$ cat config.mk
export PLATFORM = sky130hd
export DESIGN_NAME = fi_fifo
export DESIGN_NICKNAME = d
export VERILOG_FILES = /design/src/rtl/fi_result_checker.sv
export SDC_FILE = /design/constraint.sdc
export NUM_CORES = 1
export LEC_CHECK = 0
export ABC_AREA = 1
export BUFFER_PORTS_ARGS = -buffer_cell sky130_fd_sc_hd__buf_2
export CORE_MARGIN = 5
export CORE_UTILIZATION = 45
export CTS_CLUSTER_DIAMETER = 80
export DETAILED_ROUTE_END_ITERATION = 16
export GPL_TIMING_DRIVEN = 0
export SLEW_MARGIN = 20
export SYNTH_ARGS = -nofsm -noshare
export SYNTH_HDL_FRONTEND = slang
export SYNTH_SLANG_ARGS = --single-unit
$ cat constraint.sdc
create_clock -name clock -period 2.4 [get_ports clock]
set_clock_uncertainty 0.15 [all_clocks]
set_input_delay 0 -clock clock [delete_from_list [all_inputs] [get_ports clock]]
set_output_delay 0 -clock clock [all_outputs]
set_load 0.01 [all_outputs]
$ cat src/rtl/fi_result_checker.sv
// Registered FIFO with flush; a write to a full FIFO is accepted only alongside a read.
// Read side is valid/ready; the writer sees wr_rdy low when a write would be lost.
module fi_fifo #(
   parameter int W         = 8,
   parameter int LOG_DEPTH = 3
) (
   input  logic         clock,
   input  logic         reset,
   input  logic         flush,
   input  logic         wr_vld,
   output logic         wr_rdy,
   input  logic [W-1:0] wr_dat,
   output logic         rd_vld,
   input  logic         rd_rdy,
   output logic [W-1:0] rd_dat
);
   localparam int DEPTH = 1 << LOG_DEPTH;
   localparam logic [LOG_DEPTH:0] PTR_ONE = {{LOG_DEPTH{1'b0}}, 1'b1};

   logic [W-1:0]       mem_q [DEPTH];
   logic [W-1:0]       mem_d [DEPTH];
   logic [LOG_DEPTH:0] wr_ptr_q;
   logic [LOG_DEPTH:0] wr_ptr_d;
   logic [LOG_DEPTH:0] rd_ptr_q;
   logic [LOG_DEPTH:0] rd_ptr_d;
   logic               empty;
   logic               full;
   logic               pop;
   logic               push;

   always_comb begin
      empty    = (wr_ptr_q == rd_ptr_q);
      full     = (wr_ptr_q[LOG_DEPTH] != rd_ptr_q[LOG_DEPTH]) &&
                 (wr_ptr_q[LOG_DEPTH-1:0] == rd_ptr_q[LOG_DEPTH-1:0]);
      rd_vld   = !empty;
      // Head data is forced to zero when empty so idle outputs stay quiet.
      rd_dat   = empty ? '0 : mem_q[rd_ptr_q[LOG_DEPTH-1:0]];
      pop      = rd_vld && rd_rdy;
      wr_rdy   = !full || pop;
      push     = wr_vld && wr_rdy;
      mem_d    = mem_q;
      wr_ptr_d = wr_ptr_q;
      rd_ptr_d = rd_ptr_q;
      if (flush) begin
         wr_ptr_d = '0;
         rd_ptr_d = '0;
      end else begin
         if (push) begin
            mem_d[wr_ptr_q[LOG_DEPTH-1:0]] = wr_dat;
            wr_ptr_d = wr_ptr_q + PTR_ONE;
         end
         if (pop) begin
            rd_ptr_d = rd_ptr_q + PTR_ONE;
         end
      end
   end

   always_ff @(posedge clock) begin
      if (reset) begin
         wr_ptr_q <= '0;
         rd_ptr_q <= '0;
      end else begin
         wr_ptr_q <= wr_ptr_d;
         rd_ptr_q <= rd_ptr_d;
      end
   end

   always_ff @(posedge clock) begin
      mem_q <= mem_d;
   end
endmodule


Word level (Yosys, flattened, before mapping) --
Cells that the tools add are included. W data, S select, Z words.
Cells by class: add/sub/neg operators 2, order comparisons 3, equal/unequal tests 3, muxes and demuxes 7, bitwise operators 3, reductions and logical operators 9
Operator list (number):
- $bwmux W64 | 1
- $mux W8 | 4
- $bmux W8 S3 | 1
- $demux W8 S3 | 1
- $add A4 B1 Y4 const B | 2
- $ge A4 B4 Y1 const B | 2
- $not A3 Y4 | 2
- $eq A4 B4 Y1 | 1
- $logic_and A1 B1 Y1 | 4
- $lt A4 B1 Y1 const B | 1
- $eq A3 B3 Y1 | 1
- $logic_not A1 Y1 | 2
- $reduce_and A2 Y1 | 1
- $reduce_or A2 Y1 | 1
- $logic_or A1 B1 Y1 | 1
- $ne A1 B1 Y1 | 1
- $not A1 Y1 | 1
Word-level totals: bits in registers 72, bits of input ports 13, word-level logic and storage cells 37

Longest topological paths before layout --
Gate-level depths: netlist of run 1.
word-level depth 6, gate-level depth with buffers 10

Worst setup path before layout of run 1 --
OpenSTA, ideal clock, no wires.
path kind register to register, start register rd_ptr_q[0], end register mem_q[10] (netlist name) (enable), arrival 1.517 ns, setup slack 0.349 ns, stages on the path, launching flop included 9, buffers on the path 1, path through dfxtp_1 > buf_4 > inv_2 > nand2_1 > nand2_2 > nor2_8 > nand4_4 > nand2_2 > nor3_1
Between the ends: cells in the longest elaborated chain, start to end 6, elaborated cells between the ends (all ways) 9, classes of those cells 2 x eq/ne; 7 x reduce/logical
RTL lines:
- from (decl) | RTL line 24 | logic [LOG_DEPTH:0] rd_ptr_q;
- from (signal assigned) | RTL line 64 | rd_ptr_q <= rd_ptr_d;
- $eq A4 B4 Y1 / $eq A3 B3 Y1 (equally long branches) | RTL line 32, 34
- $logic_not A1 Y1 / $logic_and A1 B1 Y1 (equally long branches) | RTL line 35, 33
- $logic_and A1 B1 Y1 / $logic_not A1 Y1 (equally long branches) | RTL line 38, 39
- $logic_or A1 B1 Y1 * | RTL line 39 | wr_rdy = !full || pop;
- net wr_rdy | RTL line 11 | output logic wr_rdy,
- $logic_and A1 B1 Y1 * | RTL line 40 | push = wr_vld && wr_rdy;
- $reduce_and A2 Y1 (no line) *
- to (signal assigned) | RTL line 69 | mem_q <= mem_d;
- to (decl) | RTL line 20 | logic [W-1:0] mem_q [DEPTH];
The timed path passes the listed nets; every way through them passes the cells marked *. A chain may end at the register's enable or synchronous reset.

Worst setup path after layout of run 1 --
start register rd_ptr_q[1], end register mem_q[41] (netlist name) (enable)
Between the ends: cells in the longest elaborated chain, start to end 6, elaborated cells between the ends (all ways) 9, classes of those cells 2 x eq/ne; 7 x reduce/logical
RTL lines (RTL line):
- $eq A4 B4 Y1 / $eq A3 B3 Y1 (equally long branches) | 32, 34
- $logic_not A1 Y1 / $logic_and A1 B1 Y1 (equally long branches) | 35, 33
- $logic_and A1 B1 Y1 / $logic_not A1 Y1 (equally long branches) | 38, 39
- $logic_or A1 B1 Y1 * | 39
- $logic_and A1 B1 Y1 * | 40
- $reduce_and A2 Y1 (no line) *
Mark *: on every way between the ends. The rest lies on a longest branch, timed or not.

==> results of run 1 <==
## critical path, stage by stage, from the launching register on
cell and delay [ns]:
dfxtp_1 0.38, buf_4 0.21, nand2_2 0.07, nand2_2 0.11
nor2_8 0.06, nand4_4 0.11, nand2_2 0.08, inv_2 0.08
nand2_2 0.07, nor2_1 0.67
## final timing paths
path	cells after the start	slack, ns	to	start
worst min-delay path	2	0.30	mem_q[6]	wr_dat[6]
worst max-delay path	9	0.05	mem_q[41]	rd_ptr_q[1]
worst min register to register	2	0.39	rd_ptr_q[3]	rd_ptr_q[3]
worst max register to register	9	0.05	mem_q[41]	rd_ptr_q[1]
## power groups by stage
| stage | Clock (mW) | Combinational [mW] | Sequential (mW) |
|---|---|---|---|
| floorplan | 0 | 0.0855 | 1.41 |
| global placement | 0 | 0.144 | 1.41 |
| detailed placement | 0 | 0.147 | 1.41 |
| CTS | 0.849 | 0.165 | 1.38 |
| global route | 0.901 | 0.184 | 1.38 |
| finish | 0.829 | 0.165 | 1.38 |
## cell families (layout without fill, tap and decap cells)
logic type,count (synthesis),after routing,share of synthesized area (%)
AOI/OAI and AO/OA,61,61,10.7
adders and majority gates,2,2,0.811
buffers and inverters,25,77,3.77
DFF,72,72,67.5
xor gates and xnor gates,4,4,1.62
and+or+nand+nor,104,104,15.7
## layout by cell type (no fill, tap or decap), drive strengths merged
cell / count
o22ai: 16
nand2: 24
nand3b: 1
xnor2: 2
inv: 13
nand3: 10
a21oi: 5
nor2: 67
clkinv: 4
nor3: 1
xor2: 2
clkinvlp: 2
buf: 29
ha: 2
nand4: 1
edfxtp: 64
dlygate4sd3: 14
dfxtp: 8
clkbuf: 15
o21ai: 40
## through the flow
step | setup WS, ns | instances | setup TNS [ns] | hold WS (ns)
after floorplan | 0.349 | 268 | 0 | -0.0511
after global placement | -0.224 | 370 | -2.06 | 0.118
after detailed placement | -0.0420 | 370 | -0.332 | 0.124
after CTS | 0.0282 | 400 | 0 | 0.294
after global routing | -0.0981 | 400 | -1.53 | 0.324
final | 0.0495 | 400 | 0 | 0.302
## registers in the layout, summed over array words and instances (netlist names)
name / cells
wr_ptr_q: 4
rd_ptr_q: 4
mem_q: 64
## layer usage
metal / global-route usage [%] / share of wire (%) / vias to the layer above
li1: - / - / 1038
met1: 24.7 / 47 / 1031
met2: 26.6 / 48 / 45
met3: 4.71 / 4.3 / 5
met4: 6.23 / 0.93 / 0
met5: 0 / 0 / -
## cell type report
class | instances | area (um2) | share of cell area (%)
buffer | 13 | 71.3 | 1.97
inverter | 12 | 45.0 | 1.24
sequential | 72 | 2080 | 57.5
clock inverter | 7 | 46.3 | 1.28
tap | 80 | 100 | 2.77
timing repair buffer | 36 | 250 | 6.91
clock buffer | 9 | 124 | 3.42
multi-input combinational | 171 | 901 | 24.9
## timing repair
item	in CTS	in global routing
resized for setup	1	2
endpoints found under the setup margin	8	25
buffers inserted	0	0
hold buffers	14	0
hold endpoints to repair	80	0
pin swaps	0	0
==> flow_results.org, run 1 <==
** Run status
- Status :: complete, no violations

** Detailed routing
- After the first detailed-routing iteration, the DRC count stood at 211.
- For this run, design rule violations remaining after detail routing come to 0.
- WL per Instance :: 17.5 um
- Post-detailed-route count of antenna-violating nets :: 0
- Post-DR vias/cell :: 5.30
- DR pass1 iterations :: 4
- Wire length after detailed routing :: 7010 um
- Vias after detailed routing :: 2,119

** Clocking
- CTS saw 72 sinks.
- Counting along the longest clock path gives a buffer depth of 2.
- Clock-pin slew was measured on the worst setup and hold paths at 0.07 ns.
- Num CTS Buffers :: 9
- The tree is rooted in a clkbuf_8.
- Insertion delay to the later sink of the worst-skew pair :: 0.34 ns
- Clock tree from TritonCTS :: built
- Maximum level of the CTS H-tree :: 3

** GRT
- The number of global-route vias before repair came to 2,011.
- Overflow after GRT :: 0
- The first global-routing pass estimated 11,100 um of wire.
- Antenna violations before repair :: 0
- Global Route Usage Sum :: 17.7%
- Entering global routing, the biggest net connects 14 pins.

** Floorplanning
- The initialized floorplan defines 30 standard-cell rows.
- Measured along the y axis, the die boundary spans 92.8 um.
- Die width :: 92.8 um
- For this configuration, the core starts out at a cell density of 45.9%.
- During I/O placement, the number of pins put on the boundary was 23.
- The die covers 0.00862 mm2.
- Floorplan core area :: 0.00672 mm2

** Pwr
- Power spread over the standard cell area amounts to 656 mW/mm2.
- Across the VDD grid, the largest voltage drop is 385 uV.
- The clock network is responsible for 34.9% of the overall power.
- Sequential power share :: 58.1%
- Internal power summed over all cells :: 1.81 mW
- Psw :: 0.563 mW
- Final Power :: 2.37 mW
- Of the total power, the share spent switching nets is 23.7%.
- Pleak :: 1.28 nW
- Combinational cell fraction of total power :: 6.9%

** STA
- Post-route clock period utilization :: 97.9%
- Setup Viol. Count Final :: 0
- After layout, the minimum clock period comes to 2.35 ns.
- The final-report hold violation count was 0.
- The number of slew-limit violations in the final report came to 0.
- Derived from the worst setup path, the maximum achievable clock frequency is 425 MHz.
- Measured against its own limit, the worst slew margin works out to 41.3%.
- Setup repair after global routing could not meet its margin everywhere.
- Transition time at the pin with the least slew margin :: 0.877 ns

** Synth
- Number of different library cells in the post-synthesis netlist :: 28
- Cell types occupying the most area after synthesis :: edfxtp_1, nor2_1, dfxtp_1
- Number of enable-type register cells in the synthesized netlist :: 64
- edfxtp_1 takes more of the synthesized area than any other cell.
- Top FF cell, synth :: edfxtp_1
- Syn Area/Cell :: 11.5 um2
- The number of nets handed over by synthesis was 283.
- Cell types with the highest counts after synthesis :: nor2_1, edfxtp_1, o21ai_0, nand2_1, o22ai_1
- Synthesis produced 268 cells.
- During synthesis, Yosys emitted a total of 0 warnings.
- Post-synth top area share :: 62.3%
- By instance count, the leading cell after synthesis is nor2_1.
- Synth Cell Area :: 0.00309 mm2
- Summing the sequential cell areas from Yosys gives 67.5% of the chip area.
- After synthesis the netlist holds a flip-flop and latch count of 72.
- Share of synthesized registers carrying an async set or reset :: 0%

** Worst hold path
- In this run the worst hold path is classified as in2reg.

** Placed design
- Number of input and output port buffers inserted :: 22
- Detailed placement finished with a half-perimeter wire length of 4350 um.
- Once placement finished, the instance area stood at 0.00330 mm2.
- Final weighted congestion in routability-driven placement :: 0.756

** Finish
- Cells with a size suffix above 1 make up 20.9% of the layout.
- Antenna Cells :: 0
- Number of nets in the finished design :: 330
- At the end of the flow the core is filled with cells to 53.9%.
- The area growth from synthesis to layout is 17.3%.
- Post-layout instance area :: 0.00362 mm2
- Counting the fill cells in the layout gives 570.

** Setup path
- Worst EP required :: 2.23 ns
- Data on the critical path arrives at its endpoint at 2.18 ns.
- Startpoint-to-endpoint class of the critical path :: reg2reg
- STA classifies the critical path endpoint as a register.
- STA classifies the critical path startpoint as a register.
- In this run the worst path has a maximum fanout of 10.

** Run
- The tool flagged a number of max-cap violations equal to 0.
Power figures use the tool's default switching activity.
==> run 2, diff against run 1 <==
- clock period: 2.4 -> 2.2 ns (I/O delays scaled with it)
==> run 2 against run 1 <==
Net effect:
- routed wire length rose by 0.67%
- sequential share of layout area decreased by 0.38 points
- largest cell class unchanged
- first-iteration DRC count rose by 7.1%
- critical path type unchanged
- cell area is 0.66% higher
- register-to-register slack barely moved
- via count grew 1.8%
- power increased by 9.5%
==> flow_results.org, run 2 (synthesis gave the netlist of run 1 again) <==
** Placed design
- The HPWL after detailed placement came to 4350 um (unchanged).
- Number of input and output port buffers inserted :: 22 (unchanged)
- Area of placed instances :: 0.00330 mm2 (unchanged)
- Post-Place Setup Slack :: -0.242 ns (was -0.0420 ns)
- The final RePlAce weighted congestion was 0.756 (unchanged).

** Clocking
- Num CTS Buffers :: 9 (unchanged)
- The CTS tree is built (unchanged).
- The clock tree buffer depth was 2 (unchanged).
- Clock Sink Count :: 72 (unchanged)
- The root cell of the clock tree is clkbuf_8 (unchanged).
- The H-tree depth was 3 (unchanged).
- Clock input transition at the sequential cells of the worst setup and hold paths :: 0.08 ns (was 0.07 ns)
- Insertion delay to the later sink of the worst-skew pair :: 0.35 ns (was 0.34 ns)

** Pwr
- The clock network fraction of design power is 35.1% (was 34.9%).
- The share of total power in combinational logic was 7.0% (was 6.9%).
- Psw :: 0.624 mW (was 0.563 mW)
- The sequential group share of total power is 57.9% (was 58.1%).
- The fraction of power spent switching nets is 24.0% (was 23.7%).
- Pleak :: 1.31 nW (was 1.28 nW)
- Final Power :: 2.60 mW (was 2.37 mW)
- The cell-internal power was 1.98 mW (was 1.81 mW).
- The total power density per cell area was 713 mW/mm2 (was 656 mW/mm2).
- VDD IR max :: 422 uV (was 385 uV)

** Floorplanning
- The overall die height is 92.8 um (unchanged).
- The I/O pin total is 23 (unchanged).
- Die Outline Area :: 0.00862 mm2 (unchanged)
- The core area came to 0.00672 mm2 (unchanged).
- Initial Util :: 45.9% (unchanged)
- Die width :: 92.8 um (unchanged)
- Number of placement rows :: 30 (unchanged)

** Worst hold path
- Endpoint of the worst hold path :: mem_q[38] (was mem_q[6])
- Class of the tightest hold or removal check :: in2reg (unchanged)
- The hold path depth came to 2 (unchanged).
- Hold path startpoint :: wr_dat[6] (unchanged)

** GRT
- Met2 layer usage reported by global route :: 26.3% (was 26.6%)
- The number of antenna violations at the first check in global routing is 0 (unchanged).
- GR met3 Demand/Resource :: 4.71% (unchanged)
- The largest net degree at the start of global routing is 14 (unchanged).
- The global-route wire length before repair is 11,100 um (about the same).
- Global Route Usage Sum :: 17.7% (about the same)
- The remaining global-route overflow was 0 (unchanged).
- Number of global-route vias before repair :: 2,020 (was 2,011)
- The global-route met1 utilization is 25.1% (was 24.7%).
- The global routing's busiest layer is met2 (unchanged).

** Finish
- The area added between synthesis and finish was 18.0% (was 17.3%).
- Flip-flop count of the largest register after layout :: 64 (unchanged)
- Leading registers by flop count :: mem_q x64, rd_ptr_q x4, wr_ptr_q x4 (unchanged)
- Most used cells in the layout excluding fill and tap cells :: edfxtp_1, nor2_1, o21ai_0 (unchanged)
- Share of post-route cells with drive strength above 1 :: 24.4% (was 20.9%)
- Antenna Cells :: 0 (unchanged)
- The most common cell after layout, fill and taps aside is edfxtp_1 (unchanged).
- Post-layout instance area :: 0.00364 mm2 (was 0.00362 mm2)
- The register bank with the most flops is mem_q (unchanged).
- Number of nets in the finished design :: 330 (unchanged)

** Setup path
- Biggest fanout along the worst timing path :: 10 (unchanged)
- Worst setup EP type :: register (unchanged)
- Worst EP required :: 2.04 ns (was 2.23 ns)
- The startpoint of the lowest-slack register-to-register path is rd_ptr_q[1] (unchanged).
- Arrival time worst endpoint :: 1.98 ns (was 2.18 ns)
- The minimum setup slack among reg-to-reg paths came to 0.06 ns (was 0.05 ns).
- Worst Setup Start Kind :: register (unchanged)
- The worst setup path category is reg2reg (unchanged).
- Worst-case reg-to-reg path depth :: 9 (unchanged)
- The terminus of the critical flop-to-flop path was mem_q[43] (was mem_q[41]).

** Detailed routing
- The first-iteration detailed-routing DRC count was 226 (was 211).
- Wire length after detailed routing :: 7060 um (was 7010 um)
- WL per Instance :: 17.6 um (was 17.5 um)
- Post-detailed-route count of antenna-violating nets :: 0 (unchanged)
- The number of vias after detailed routing is 2,157 (was 2,119).
- DRC errors left :: 0 (unchanged)
- Post-DR vias/cell :: 5.39 (was 5.30)
- DR pass1 iterations :: 5 (was 4)

** STA
- The final-report hold violation count came to 0 (unchanged).
- The time the worst path needs with I/O delays and setup is 2.14 ns (was 2.35 ns).
- Relative slew slack :: 49.2% (was 41.3%)
- Setup repair after global routing missed its margin :: true (unchanged)
- Highest achievable clock rate :: 468 MHz (was 425 MHz)
- Final worst setup slack :: 0.0622 ns (was 0.0495 ns)
- The number of slew-limit violations in the final report was 0 (unchanged).
- The total setup violations reported at the end of the flow was 0 (unchanged).
- Transition time at the pin with the least slew margin :: 0.758 ns (was 0.877 ns)
- Post-route clock period utilization :: 97.2% (was 97.9%)

** Run
- Total of max-cap violations :: 0 (unchanged)

** Run status
- Status :: complete, no violations (unchanged)
==> run 2: cell count changes in the layout (fill, tap and decap cells not counted) <==
cell / before / now
clkbuf_2: 0 / 6
nor2_4: 0 / 1
buf_1: 1 / 0
nor2_2: 3 / 6
nor2_1: 63 / 59
buf_2: 25 / 26
clkbuf_1: 6 / 0
==> run 2: worst max-delay path, stage by stage, from the launching register on <==
cell and delay (ns):
dfxtp_1 0.38, buf_4 0.21, nand2_2 0.07, nand2_2 0.11
nor2_8 0.06, nand4_4 0.11, nand2_2 0.08, inv_2 0.08
nand2_2 0.09, nor2_2 0.44
==> run 2: how the worst max path moves through the flow <==
stage | from | to | slack, ns
after detailed placement | rd_ptr_q[1] | mem_q[62] | -0.24
after global placement | rd_ptr_q[1] | mem_q[14] | -0.42
final | rd_ptr_q[1] | mem_q[43] | 0.06
after global routing | rd_ptr_q[1] | mem_q[8] | -0.07
after floorplan | rd_ptr_q[0] | mem_q[10] | 0.15
after CTS | rd_ptr_q[1] | mem_q[24] | -0.17
==> run 2: power by group through the flow <==
| stage | Clock, mW | Combinational [mW] | Sequential (mW) |
|---|---|---|---|
| floorplan | 0 | 0.0932 | 1.53 |
| global route | 0.982 | 0.203 | 1.51 |
| finish | 0.913 | 0.182 | 1.50 |
| detailed placement | 0 | 0.160 | 1.54 |
| CTS | 0.926 | 0.181 | 1.50 |
| global placement | 0 | 0.157 | 1.54 |
==> run 2: final cells by class <==
| cell class | count | area [um2] |
|---|---|---|
| fill | 569 | 3080 |
| sequential | 72 | 2080 |
| multi-input combinational | 171 | 916 |
| timing repair buffer | 36 | 250 |
| clock buffer | 9 | 124 |
| tap | 80 | 100 |
| buffer | 13 | 80.1 |
| clock inverter | 7 | 46.3 |
| inverter | 12 | 45.0 |
==> run 2: routing by layer <==
metal  part of all wire, %  vias up
met2                    47       64
met4                  0.88        0
li1                      -     1041
met1                    46     1045
met5                     0        -
met3                   5.6        7
==> run 2: stage by stage <==
stage / instances / hold WS, ns / utilization (%) / setup TNS (ns)
finish: 400 / 0.304 / 54.2 / 0
global route: 400 / 0.324 / 54.2 / -1.48
CTS: 400 / 0.294 / 54.0 / -2.66
detailed placement: 370 / 0.124 / 49.1 / -6.48
global placement: 370 / 0.118 / 49.1 / -8.88
floorplan: 268 / -0.0511 / - / 0
==> run 2: what timing repair did <==
| action | CTS | global route |
|---|---|---|
| hold buffers | 14 | 0 |
| setup buffers | 0 | 0 |
| resized for setup | 9 | 9 |
| endpoints found under the hold margin | 88 | 0 |
| setup endpoints to repair | 64 | 40 |
==> run 3, diff against run 2 <==
- ABC_AREA: 1 -> default
==> run 3 against run 2 <==
Net effect:
- power grew 9.6%
- combinational power decreased by 7%
- clock power rose by 29%
- hold slack gained 0.0031 ns
- critical endpoint is now mem_q[9]
- register-to-register slack better by 0.02 ns
==> flow_results.org, run 3 <==
** Run status
- Status :: complete, no violations (unchanged)

** GRT
- Maximum number of pins on one net before global-route repair :: 15 (was 14)
- The number of global-route vias before repair came to 1,806 (was 2,020).
- Met2 layer usage reported by global route :: 25.6% (was 26.3%)
- Global Route Usage Sum :: 16.1% (was 17.7%)
- Highest-utilization routing layer at the global route stage :: met2 (unchanged)
- GR met3 Demand/Resource :: 3.17% (was 4.71%)
- The global-route wire length before repair came to 10,000 um (was 11,100 um).
- The number of antenna violations at the first check in global routing was 0 (unchanged).
- Overflow after GRT :: 0 (unchanged)
- Global routing met1 resource utilization :: 21.6% (was 25.1%)

** Synth
- Number of enable-type register cells in the synthesized netlist :: 64 (unchanged)
- Synth Area in Simple Gates :: 7.52% (was 15.7%)
- Synth Cell Area :: 0.00309 mm2 (about the same)
- The synthesized net count came to 190 (was 283).
- Xor/xnor share of the synthesized area :: 3.80% (was 1.62%)
- The most numerous cell in the Yosys netlist is edfxtp_1 (was nor2_1).
- Share of synthesized registers carrying an async set or reset :: 0% (unchanged)
- The share of synthesized area occupied by flip-flops and latches was 67.3% (was 67.5%).
- Cell types with the highest counts after synthesis: edfxtp_1, mux4_2, nor2_1, mux2i_1 (was nor2_1, edfxtp_1, o21ai_0, nand2_1, o22ai_1).
- Top FF cell, synth :: edfxtp_1 (unchanged)
- The complex-gate fraction of the synthesized area came to 2.95% (was 10.7%).
- Gate count of the mapped netlist :: 175 (was 268)
- Leading area contributor after synthesis :: edfxtp_1 (unchanged)
- Multiplexer share of the synthesized area :: 15.2% (was 0%)
- Syn Area/Cell :: 17.7 um2 (was 11.5 um2)
- The distinct cell type count of the synthesized netlist is 40 (was 28).
- Adder-cell share of the synthesized area :: 0.809% (was 0.811%)
- Main combinational cell family by area after synthesis :: multiplexers (was simple AND/OR/NAND/NOR gates)
- Seq cells post-synth :: 72 (unchanged)
- YS warnings :: 0 (unchanged)
- Cell types occupying the most area after synthesis: edfxtp_1, mux4_2, dfxtp_1 (was edfxtp_1, nor2_1, dfxtp_1).
- Post-synth top area share :: 62.1% (was 62.3%)

** Setup path
- Worst Setup Start Kind :: register (unchanged)
- The largest stage delay on the critical path is 0.40 ns (was 0.44 ns).
- The worst path required time came to 2.10 ns (was 2.04 ns).
- The largest fanout of any net on the critical path was 10 (unchanged).
- Buffer and inverter count on the worst path :: 3 (was 2)
- The cell with the largest stage delay on the worst path was dfxtp_1 (was nor2_2).
- Worst path top cell family by delay :: buffers and inverters (was simple AND/OR/NAND/NOR gates)
- The endpoint type of the worst setup path was a register (unchanged).
- The critical path arrival was 2.02 ns (was 1.98 ns).
- The worst setup path category is reg2reg (unchanged).
- CP Cell Sequence :: buf_4, xnor2_2, nand3_2, o21ai_4, buf_12, nor3_4, buf_4 (was buf_4, nand2_2, nand2_2, nor2_8, nand4_4, nand2_2, inv_2, nand2_2, nor2_2)
- The dominant cell type by count on the critical path was buf_4 (was nand2_2).

** Finish
- The final standard cell area without fillers was 0.00392 mm2 (was 0.00364 mm2).
- The combined flip-flop and latch cell area was 0.00209 mm2 (was 0.00208 mm2).
- The total number of nets in the final design came to 248 (was 330).
- The fraction of final layout cells with drive strength greater than 1 came to 38.7% (was 24.4%).
- Area of the multi-input gates :: 0.00104 mm2 (was 916 um2)
- The final-layout fill cell count is 523 (was 569).
- The most common cell after layout, fill and taps aside is edfxtp_1 (unchanged).
- The number of flip-flops under the largest register name is 64 (unchanged).
- Largest register by flop count :: mem_q (unchanged)
- Antenna Cells :: 0 (unchanged)
- The area added between synthesis and finish came to 26.7% (was 18.0%).
- Most used cells in the layout excluding fill and tap cells: edfxtp_1, buf_2, mux4_2 (was edfxtp_1, nor2_1, o21ai_0).
- Utilization after layout :: 58.0% (was 54.2%)
- Leading registers by flop count :: mem_q x64, rd_ptr_q x4, wr_ptr_q x4 (unchanged)

** Pwr
- Sequential power share :: 52.7% (was 57.9%)
- Clock network power share :: 41.4% (was 35.1%)
- Internal power summed over all cells :: 2.23 mW (was 1.98 mW)
- The switching power was 0.620 mW (was 0.624 mW).
- Power per unit of standard cell area :: 726 mW/mm2 (was 713 mW/mm2)
- The share of total power in combinational logic was 5.9% (was 7.0%).
- Pleak :: 1.35 nW (was 1.31 nW)
- Fraction of power spent switching nets :: 21.8% (was 24.0%)
- Final Power :: 2.85 mW (was 2.60 mW)
- The peak supply drop came to 495 uV (was 422 uV).

** Detailed routing
- Vias after detailed routing :: 1,707 (was 2,157)
- The remaining antenna violation count came to 0 (unchanged).
- Wire length after detailed routing :: 6490 um (was 7060 um)
- The post-detailed-route via-to-cell ratio is 5.37 (was 5.39).
- 1st-iter DRT viols :: 85 (was 226)
- The average wire per standard cell is 20.4 um (was 17.6 um).
- DRC errors left :: 0 (unchanged)
- DR pass1 iterations :: 4 (was 5)

** Clocking
- The CTS clock-pin slew for the worst setup and hold paths came to 0.08 ns (about the same).
- Maximum level of the CTS H-tree :: 3 (unchanged)
- Clock tree from TritonCTS :: built (unchanged)
- The TritonCTS buffer count came to 9 (unchanged).
- The root cell of the clock tree is clkbuf_8 (unchanged).
- The clock latency at the later pin of the worst-skew pair came to 0.34 ns (was 0.35 ns).
- Maximum count of clock buffers along a single path :: 2 (unchanged)
- The total number of clock tree sinks came to 72 (unchanged).

** Floorplanning
- The I/O pin total came to 23 (unchanged).
- Die Outline Area :: 0.00863 mm2 (was 0.00862 mm2)
- Initial Util :: 45.8% (was 45.9%)
- The number of rows in the core area was 30 (unchanged).
- Die Y :: 92.9 um (was 92.8 um)
- The core area was 0.00676 mm2 (was 0.00672 mm2).
- The floorplan die width came to 92.9 um (was 92.8 um).

** STA
- Setup Viol. Count Final :: 0 (unchanged)
- The maximum achievable frequency is 472 MHz (was 468 MHz).
- The share of the clock period used by the worst path after layout came to 96.3% (was 97.2%).
- The worst-case headroom to the max-slew limit is 72.9% (was 49.2%).
- Transition time at the pin with the least slew margin :: 0.402 ns (was 0.758 ns)
- Final hold violation count :: 0 (unchanged)
- Setup tns final :: 0 ns (unchanged)
- Setup repair after global routing missed its margin :: true (unchanged)
- The number of slew-limit violations in the final report was 0 (unchanged).
- Post-route minimum period :: 2.12 ns (was 2.14 ns)
- Final worst setup slack :: 0.0824 ns (was 0.0622 ns)

** Run
- The number of max-capacitance violations reported is 0 (unchanged).

** Placed design
- Area of placed instances :: 0.00341 mm2 (was 0.00330 mm2)
- Number of input and output port buffers inserted :: 22 (unchanged)
- Final weighted congestion in routability-driven placement :: 0.770 (was 0.756)
- Post-Place Setup Slack :: -0.180 ns (was -0.242 ns)
- The HPWL after detailed placement came to 4120 um (was 4350 um).

** Worst hold path
- The worst min-delay path category is in2reg (unchanged).
## run 3: cell type report
type / count / share of cell area [%]
inverters: 3 / 0.287
multi-input cells: 92 / 26.5
clock inverters: 7 / 2.62
clock buffers: 9 / 3.16
plain buffers: 8 / 2.20
flip-flops and latches: 72 / 53.2
repair buffers: 47 / 9.44
well taps: 80 / 2.55
## run 3: worst reg2reg max path, cell delays in order, from the launching register on
cell and delay, ns:
dfxtp_1 0.40, buf_4 0.26, xnor2_2 0.11, nand3_2 0.14, o21ai_4 0.08, buf_12 0.16
nor3_4 0.28, buf_4 0.23
## run 3: power by group through the flow
stage	logic (mW)	clock network, mW	registers [mW]
after floorplan	0.0757	0	1.53
after global placement	0.124	0	1.53
after detailed placement	0.136	0	1.53
after CTS	0.167	1.20	1.50
after global routing	0.184	1.25	1.50
final	0.169	1.18	1.50
## run 3: path summary, 6_finish.rpt
path | endpoint | slack (ns) | cells after the start | start
hold reg to reg | rd_ptr_q[3] | 0.41 | 2 | rd_ptr_q[3]
setup / recovery | mem_q[9] | 0.08 | 7 | rd_ptr_q[1]
hold / removal | mem_q[1] | 0.31 | 2 | wr_dat[1]
setup reg to reg | mem_q[9] | 0.08 | 7 | rd_ptr_q[1]
## run 3: logic make-up (layout without fill, tap and decap cells)
kind of cell / Yosys count / in the layout
mux: 27 / 27
fa+ha+maj: 2 / 2
simple gates: 43 / 43
xor+xnor: 10 / 10
flops: 72 / 72
compound gates: 10 / 10
buf+inv: 11 / 74
## run 3: per-stage QoR
step | cells | hold WS (ns)
2_1_floorplan | 175 | -0.0511
5_1_grt | 318 | 0.322
3_3_place_gp | 277 | 0.104
4_1_cts | 318 | 0.294
6_report | 318 | 0.308
3_5_place_dp | 281 | 0.118
## run 3: repair_timing
action | 4_1_cts | 5_1_grt
hold endpoints to repair | 72 | 0
setup endpoints to repair | 65 | 23
pin swaps | 5 | 0
resized for setup | 7 | 6
cloned | 0 | 0
hold buffers | 14 | 0
buffers inserted | 7 | 0
## run 3: metal layers
metal / vias up / wire length (um)
li1: 812 / -
met1: 848 / 2980
met2: 38 / 3190
met3: 9 / 218
met4: 0 / 102
met5: - / 0
